$ cat config.mk
export PLATFORM = sky130hd
export DESIGN_NAME = code2_decode_stage
export DESIGN_NICKNAME = d
export VERILOG_FILES = /design/src/rtl/code2_decode_stage.sv
export SDC_FILE = /design/constraint.sdc
export NUM_CORES = 2
export LEC_CHECK = 0
export CAP_MARGIN = 25
export CORE_MARGIN = 4
export CORE_UTILIZATION = 50
export CTS_BUF_LIST = sky130_fd_sc_hd__clkbuf_16
export DETAILED_ROUTE_END_ITERATION = 12
export PLACE_DENSITY = 0.67
export SLEW_MARGIN = 20
export SYNTH_ARGS = -nofsm -noshare
export SYNTH_HDL_FRONTEND = slang
export SYNTH_SLANG_ARGS = --single-unit
$ cat constraint.sdc
create_clock -name clk_i -period 3.7 [get_ports clk_i]
set_clock_uncertainty 0.2 [all_clocks]
set_input_delay 0.37 -clock clk_i [delete_from_list [all_inputs] [get_ports clk_i]]
set_output_delay 0.37 -clock clk_i [all_outputs]
set_load 0.01 [all_outputs]
$ cat src/rtl/code2_decode_stage.sv
// Decode stage for the code2 core: register file with write-back bypass, a busy-bit
// scoreboard for pending destinations, and a valid/ready output register with flush.
module code2_decode_stage #(
  parameter int I        = 24,
  parameter int P        = 16,
  parameter int D        = 32,
  parameter int R        = 5,
  parameter int F        = 3,
  parameter int ZERO_REG = 1
) (
  input  logic         clk_i,
  input  logic         rst_i,
  input  logic         valid_i,
  output logic         ready_o,
  input  logic [I-1:0] instr_i,
  input  logic [P-1:0] next_pc_i,
  input  logic         we3_i,
  input  logic [R-1:0] wa3_i,
  input  logic [D-1:0] wd3_i,
  input  logic         flush_i,
  input  logic         ready_i,
  output logic         valid_o,
  output logic         op_o,
  output logic [F-1:0] funct3_o,
  output logic [R-1:0] rd_o,
  output logic [D-1:0] rs_o,
  output logic [D-1:0] rt_o,
  output logic [D-1:0] imm_o,
  output logic [P-1:0] next_pc_o
);

  localparam int NREG = 2 ** R;
  localparam int IW   = I - 3 * R - F - 1;

  logic [D-1:0]    regs_q [NREG];
  logic [D-1:0]    regs_d [NREG];
  logic [NREG-1:0] busy_q, busy_d, busy_eff;
  logic            valid_q, valid_d;
  logic            op_q, op_d;
  logic [F-1:0]    funct3_q, funct3_d;
  logic [R-1:0]    rd_q, rd_d;
  logic [D-1:0]    rs_q, rs_d, rt_q, rt_d, imm_q, imm_d;
  logic [P-1:0]    next_pc_q, next_pc_d;

  logic [R-1:0]  rs_idx, rt_idx, rd_idx;
  logic [IW-1:0] imm_raw;
  logic [D-1:0]  imm_ext, rs_val, rt_val;
  logic          wb_ok, rd_writable, hz, load, ready, accept;

  assign rs_idx  = instr_i[R+F:F+1];
  assign rt_idx  = instr_i[2*R+F:R+F+1];
  assign rd_idx  = instr_i[3*R+F:2*R+F+1];
  assign imm_raw = instr_i[I-1:3*R+F+1];
  assign imm_ext = {{(D-IW){imm_raw[IW-1]}}, imm_raw};

  assign wb_ok       = we3_i && !((ZERO_REG != 0) && (wa3_i == '0));
  assign rd_writable = !((ZERO_REG != 0) && (rd_idx == '0));

  // Register 0 is never set busy, so it needs no special case here.
  always_comb begin
    busy_eff = busy_q;
    for (int x = 0; x < NREG; x++) begin
      if (wb_ok && (wa3_i == R'(x))) busy_eff[x] = 1'b0;
    end
  end

  always_comb begin
    rs_val = regs_q[rs_idx];
    rt_val = regs_q[rt_idx];
    if (wb_ok && (wa3_i == rs_idx)) rs_val = wd3_i;
    if (wb_ok && (wa3_i == rt_idx)) rt_val = wd3_i;
    if ((ZERO_REG != 0) && (rs_idx == '0)) rs_val = '0;
    if ((ZERO_REG != 0) && (rt_idx == '0)) rt_val = '0;
  end

  assign hz      = busy_eff[rs_idx] | busy_eff[rt_idx] | busy_eff[rd_idx];
  assign load    = !valid_q || ready_i;
  assign ready   = load && !hz && !flush_i;
  assign accept  = valid_i && ready;
  assign ready_o = ready;

  always_comb begin
    regs_d    = regs_q;
    busy_d    = busy_q;
    valid_d   = valid_q;
    op_d      = op_q;
    funct3_d  = funct3_q;
    rd_d      = rd_q;
    rs_d      = rs_q;
    rt_d      = rt_q;
    imm_d     = imm_q;
    next_pc_d = next_pc_q;

    if (wb_ok) regs_d[wa3_i] = wd3_i;

    if (flush_i) begin
      valid_d = 1'b0;
      busy_d  = '0;
    end else begin
      // Clear first so a same-cycle set of the same index wins.
      busy_d = busy_eff;
      if (accept) begin
        valid_d   = 1'b1;
        op_d      = instr_i[0];
        funct3_d  = instr_i[F:1];
        rd_d      = rd_idx;
        rs_d      = rs_val;
        rt_d      = rt_val;
        imm_d     = imm_ext;
        next_pc_d = next_pc_i;
        if (rd_writable) busy_d[rd_idx] = 1'b1;
      end else if (load) begin
        valid_d = 1'b0;
      end
    end
  end

  always_ff @(posedge clk_i) begin
    if (rst_i) begin
      for (int k = 0; k < NREG; k++) regs_q[k] <= '0;
      busy_q    <= '0;
      valid_q   <= 1'b0;
      op_q      <= 1'b0;
      funct3_q  <= '0;
      rd_q      <= '0;
      rs_q      <= '0;
      rt_q      <= '0;
      imm_q     <= '0;
      next_pc_q <= '0;
    end else begin
      regs_q    <= regs_d;
      busy_q    <= busy_d;
      valid_q   <= valid_d;
      op_q      <= op_d;
      funct3_q  <= funct3_d;
      rd_q      <= rd_d;
      rs_q      <= rs_d;
      rt_q      <= rt_d;
      imm_q     <= imm_d;
      next_pc_q <= next_pc_d;
    end
  end

  assign valid_o   = valid_q;
  assign op_o      = op_q;
  assign funct3_o  = funct3_q;
  assign rd_o      = rd_q;
  assign rs_o      = rs_q;
  assign rt_o      = rt_q;
  assign imm_o     = imm_q;
  assign next_pc_o = next_pc_q;

endmodule

=== After elaboration in Yosys (flattened, before gate mapping) ===
Cells that the tools add are included.
Widths: inputs -> output; s select.

* Register bits after elaboration: 1151
* Word-level logic and storage cells: 198
* Input port bits: 83
* Output and inout bits: 123

* Eq/ne operators: 33
* Reductions and logical operators: 52
* Bitwise operators: 7
* Muxes and demuxes: 57
* $lt $le $gt $ge: 8

{| class="wikitable"
|+ Operators with widths
! operator !! number
|-
| $bwmux 1024 || 1
|-
| $mux 32 || 11
|-
| $bmux 32 s5 || 2
|-
| $demux 32 s5 || 1
|-
| $eq 5x5->1 const B || 16
|-
| $eq 5x4->1 const B || 8
|-
| $logic_and 1x1->1 || 40
|-
| $mux 1 || 38
|-
| $or 32x32->32 || 1
|-
| $eq 5x3->1 const B || 4
|-
| $logic_not 5->1 || 4
|-
| $ge 6x6->1 const B || 3
|-
| $lt 5x6->1 const B || 3
|-
| $not 5->6 || 3
|-
| $bmux 1 s5 || 3
|-
| $eq 5x2->1 const B || 2
|-
| $eq 5x5->1 || 2
|-
| $lt 6x1->1 const B || 1
|-
| $demux 1 s5 || 1
|-
| $eq 5x1->1 const B || 1
|-
| $ge 5x1->1 const B || 1
|-
| $logic_not 1->1 || 4
|-
| $or 1x1->1 || 2
|-
| $reduce_and 2->1 || 1
|-
| 4 further kinds || 4
|}

=== Logic depth before layout (Yosys ltp) ===
* Depth in word-level cells: 14
* Mapped depth: 13
* Gate-level depth less buffers: 7

=== Least setup slack after synthesis ===
No wires, ideal clock.

* Path kind: input to register
* Start: in instr_i[9]
* End: reg rt_q[10] (netlist: rt_o[10])
* Required time: 3.374 ns
* Buffers on the path: 5
* Cell stages on the path: 11
* Arrival: 3.015 ns
* Setup slack: 0.359 ns
* Setup time: 0.126 ns
* Path through: buf_2 buf_1 clkbuf_1 buf_1 clkbuf_1 mux4_2 mux4_2 mux2i_1 nand2_1 o211ai_1 mux2i_1

* Word-level cells in the longest chain between the ends: 9

{| class="wikitable"
|+ Ends and longest elaborated chain
! element !! RTL line !! source
|-
| start, declared || 15 || <nowiki>input logic [I-1:0] instr_i,</nowiki>
|-
| $bmux 1 s5 || 76 || <nowiki>assign hz = busy_eff[rs_idx] | busy_eff[rt_idx] | busy_eff[rd_idx];</nowiki>
|-
| $mux 1 (implied by the code) || 76 ||
|-
| $or 1x1->1 (2 in a row) || 76 ||
|-
| $logic_not 1->1 || 78 || <nowiki>assign ready = load && !hz && !flush_i;</nowiki>
|-
| $logic_and 1x1->1 (2 in a row) || 78 ||
|-
| $logic_and 1x1->1 || 79 || <nowiki>assign accept = valid_i && ready;</nowiki>
|-
| $reduce_and 2->1 (no line) || n/a ||
|-
| end signal, assigned || 138 || <nowiki>rt_q <= rt_d;</nowiki>
|-
| end, declared || 42 || <nowiki>logic [D-1:0] rs_q, rs_d, rt_q, rt_d, imm_q, imm_d;</nowiki>
|}

Several ways; a longest one is shown, not always the timed one. The select of a mux whose other input is x is not followed.
A chain may end at the register's enable or synchronous reset.

=== Final worst setup path ===
* Start: in wa3_i[1]
* End: out ready_o

* Word-level cells in the longest chain between the ends: 12

{| class="wikitable"
|+ Ends and longest elaborated chain
! element !! RTL line !! source
|-
| start, declared || 18 || <nowiki>input logic [R-1:0] wa3_i,</nowiki>
|-
| $logic_not 5->1 || 56, 63 ||
|-
| $logic_not 1->1 || 56 || <nowiki>assign wb_ok = we3_i && !((ZERO_REG != 0) && (wa3_i == '0));</nowiki>
|-
| $logic_and 1x1->1 || 56 ||
|-
| $logic_and 1x1->1 || 63 || <nowiki>if (wb_ok && (wa3_i == R'(x))) busy_eff[x] = 1'b0;</nowiki>
|-
| $mux 1 || 63 ||
|-
| $bmux 1 s5 || 76 ||
|-
| $mux 1 (implied by the code) || 76 ||
|-
| $or 1x1->1 || 76 ||
|-
| $or 1x1->1 (*) || 76 ||
|-
| $logic_not 1->1 (*) || 78 ||
|-
| $logic_and 1x1->1 (*) (2 in a row) || 78 ||
|-
| end, declared || 14 || <nowiki>output logic ready_o,</nowiki>
|}

Every way passes the cells marked *; elsewhere a longest branch is shown, timed or not. The select of a mux whose other input is x is not followed.

==> metrics.cfg <==
[run_status]
status=finished, final reports clean

[sta]
relSlewSlack=0.2823
setup_violations=0
fin_ws_ns=0.1016
tns_ns=0
hold-worst-slack_ns=0.01863
period_needed_ns=3.598
tightest_slew_ns=1.073
hold_viol=0
min_period_over_period=0.9725
max_freq_mhz=277.9
drv_slew=0

[setup_path]
slowest_stage=clkdlybuf4s50_1
worstPathMaxFanout=16
rr_worst_depth=14
cp-end-kind=primary output
path_cells=clkdlybuf4s50_1 > buf_4 > nand2_1 > buf_12 > buf_4 > o211ai_1 > o2111ai_1 > a41oi_1 > a311oi_2 > nor4_2 > buf_4 > clkdlybuf4s15_1
max_stage_delay_ns=0.52
critPathArrivalTime_ns=3.03
cp_common_cell=buf_4
worstSetupStartpointType=input pin
r2r_end=rs_o[20]
worst-r2r-setup-slack_ns=0.18
path_delay_family=buffers and inverters
critPathBufInv=6
r2r-start=valid_o
cp.required_ns=3.13
worstSetupPathType=in -> out

[die]
core_area_um2=116000
ios=206
chipWidth_um=349.6
dieArea_um2=122200
die_y_um=349.6
rows=125
start_util=0.5026

[route]
drc=0
dr_total_vias=52780
wire_per_inst_um=29.15
wl_um=231900
drtIter0Drc=8225
postRouteAntennaNets=0
dr.pass1.iters=6
via_per_inst=6.635

[yosys]
synth_top_area_cell=dfxtp_1
yosysWarnings=0
synth-seq-area-share=0.3950
netlist_instances=6335
avgSynthCellArea_um2=9.207
synth.most_common_cell=nand2_1
ys_types=65
synth_edf_count=0
synth_top_area_frac=0.3950
ys_seq_elements=1151
synth-async-reset-ratio=0
ys.flop_type=dfxtp_1
synth.area.top_cells=dfxtp_1 (40%), mux4_2 (24%), nand2_1 (14%)
syn_area_um2=58330
syn_nets=6418
yosys-top-cells-count=nand2_1 (2157), dfxtp_1 (1151), a21oi_1 (1016)

[hold_path]
hold_class=in -> reg
min-delay-start=next_pc_i[10]
hold_path_end=next_pc_o[10]
holdPathStages=3

[global_routing]
grt_pass1_wl_um=336000
busiest_layer=met2
grt_remaining_overflow=0
gr-usage-met1=0.4819
grt_pass1_vias=50480
use_met3=0.1214
grt_usage=0.3696
antenna_found_initial=3
grt_max_degree=209
use_met2=0.5424

[pwr]
p_leak_nw=22.84
p_total_w=0.02706
vdd_drop_max_mv=0.3968
powerDensity_nw_per_um2=400.4

[finish]
fin_util=0.5824
drive_gt1_frac=0.1936
fillers=9921
area_delta_synth_final_pct=15.88
nets=6411

[place]
dp_hpwl_um=131000
dpl_worst_slack_ns=-0.4091
numPortBuffers=205
gp_congestion=0.9439

[cts]
cts_tree=built
cts.sinks=1151
h-tree-depth=3
clk_pin_slew_ns=0.06
clockBufferDepth=3
clock_latency_ns=0.74
cts_buffers=120
clock-root-buffer=clkbuf_16

[run]
drv_cap=0

-- what timing repair did --
action,CTS,global route
gates resized for setup,15,25
pin swaps,3,9
hold buffers,5,0
endpoints found under the setup margin,1,1
hold endpoints to repair,47,0
buffers inserted,3,10
cloned,0,4
-- registers in the layout (all words and copies together) (netlist names), 3 cells and up --
| name | cells |
|---|---|
| rt_o | 32 |
| rs_o | 32 |
| busy_q | 32 |
| next_pc_o | 16 |
| regs_q | 1024 |
| rd_o | 5 |
| imm_o | 5 |
| funct3_o | 3 |
-- power by group --
group | internal [W] | switching (W) | leakage, nW
logic | 0.000884 | 0.00154 | 11.6
registers | 0.0125 | 0.0000687 | 9.28
clock network | 0.00677 | 0.00532 | 1.99
-- cell usage in the layout (no fill, tap or decap), types with 11 or more instances in the layout --
cell type | synthesis | final
nand2_1 | 2157 | 2126
dfxtp_1 | 1151 | 1151
a21oi_1 | 1016 | 1015
mux4_2 | 622 | 622
buf_4 | 28 | 272
clkdlybuf4s50_1 | 0 | 189
mux2i_1 | 188 | 188
nand2b_1 | 129 | 128
clkbuf_16 | 0 | 126
o211ai_1 | 101 | 101
buf_12 | 0 | 83
nor2b_1 | 40 | 39
inv_1 | 8 | 36
nor2_4 | 0 | 31
nand2_2 | 0 | 31
clkinv_1 | 1 | 28
o32ai_1 | 27 | 26
clkinv_2 | 0 | 21
nor2_1 | 48 | 17
o2111ai_1 | 12 | 12
o21ai_0 | 21 | 11
bufinv_16 | 0 | 11
-- layer usage --
metal / wire [um] / share of wire
met5: 27 / 0.00012
met4: 15890 / 0.069
met3: 34110 / 0.15
met2: 98510 / 0.42
met1: 83330 / 0.36
-- worst max path at each step --
stage	startpoint	endpoint	slack, ns	cells past startpoint
2_1_floorplan	instr_i[9]	rt_o[10]	0.36	11
3_3_place_gp	wa3_i[3]	ready_o	-0.40	9
3_5_place_dp	wa3_i[3]	ready_o	-0.41	9
4_1_cts	wa3_i[2]	ready_o	0.05	11
5_1_grt	wa3_i[1]	rs_o[20]	-0.004	18
6_report	wa3_i[1]	ready_o	0.10	12
-- worst register-to-register path, stage by stage, from the launching register on --
cell and delay, ns:
dfxtp_1 0.33, nor2b_1 0.14, a311oi_1 0.35, o2111ai_1 0.21, a31oi_1 0.22, o211ai_1 0.20, buf_4 0.19, buf_4 0.12
buf_4 0.12, buf_4 0.12, or4b_4 0.56, buf_4 0.18, buf_12 0.14, buf_4 0.16, mux2i_1 0.11
-- logic make-up (layout without fill, tap and decap cells) --
kind of cell           count (synthesis)  after routing  share of synthesized area
AND/OR/NAND/NOR                     2426           2426                     0.1667
AO/OA/AOI/OAI                       1229           1229                     0.1149
flip-flops                          1151           1151                     0.3950
multiplexers                         810            810                     0.2724
buffers and inverters                709            800                    0.04938
XOR/XNOR                              10             10                   0.001501
other                                  0              5                          0
-- area by class of cell --
class | count | area, um^2 | share of cell area
clock inverter | 96 | 728.2 | 0.01077
sequential | 1151 | 23040 | 0.3409
multi-input combinational | 4475 | 32840 | 0.4858
tap | 1524 | 1907 | 0.02821
inverter | 10 | 42.54 | 0.0006294
clock buffer | 124 | 3103 | 0.04591
timing repair buffer | 570 | 5917 | 0.08754
antenna | 5 | 12.51 | 0.0001851
-- metrics by stage --
| stage | cell area [um^2] | cells |
|---|---|---|
| final | 67590 | 7955 |
| after global routing | 67580 | 7950 |
| after CTS | 67370 | 7936 |
| after detailed placement | 63430 | 7708 |
| after global placement | 63430 | 7708 |
| after floorplan | 58330 | 6335 |
Power figures use the tool's default switching activity.
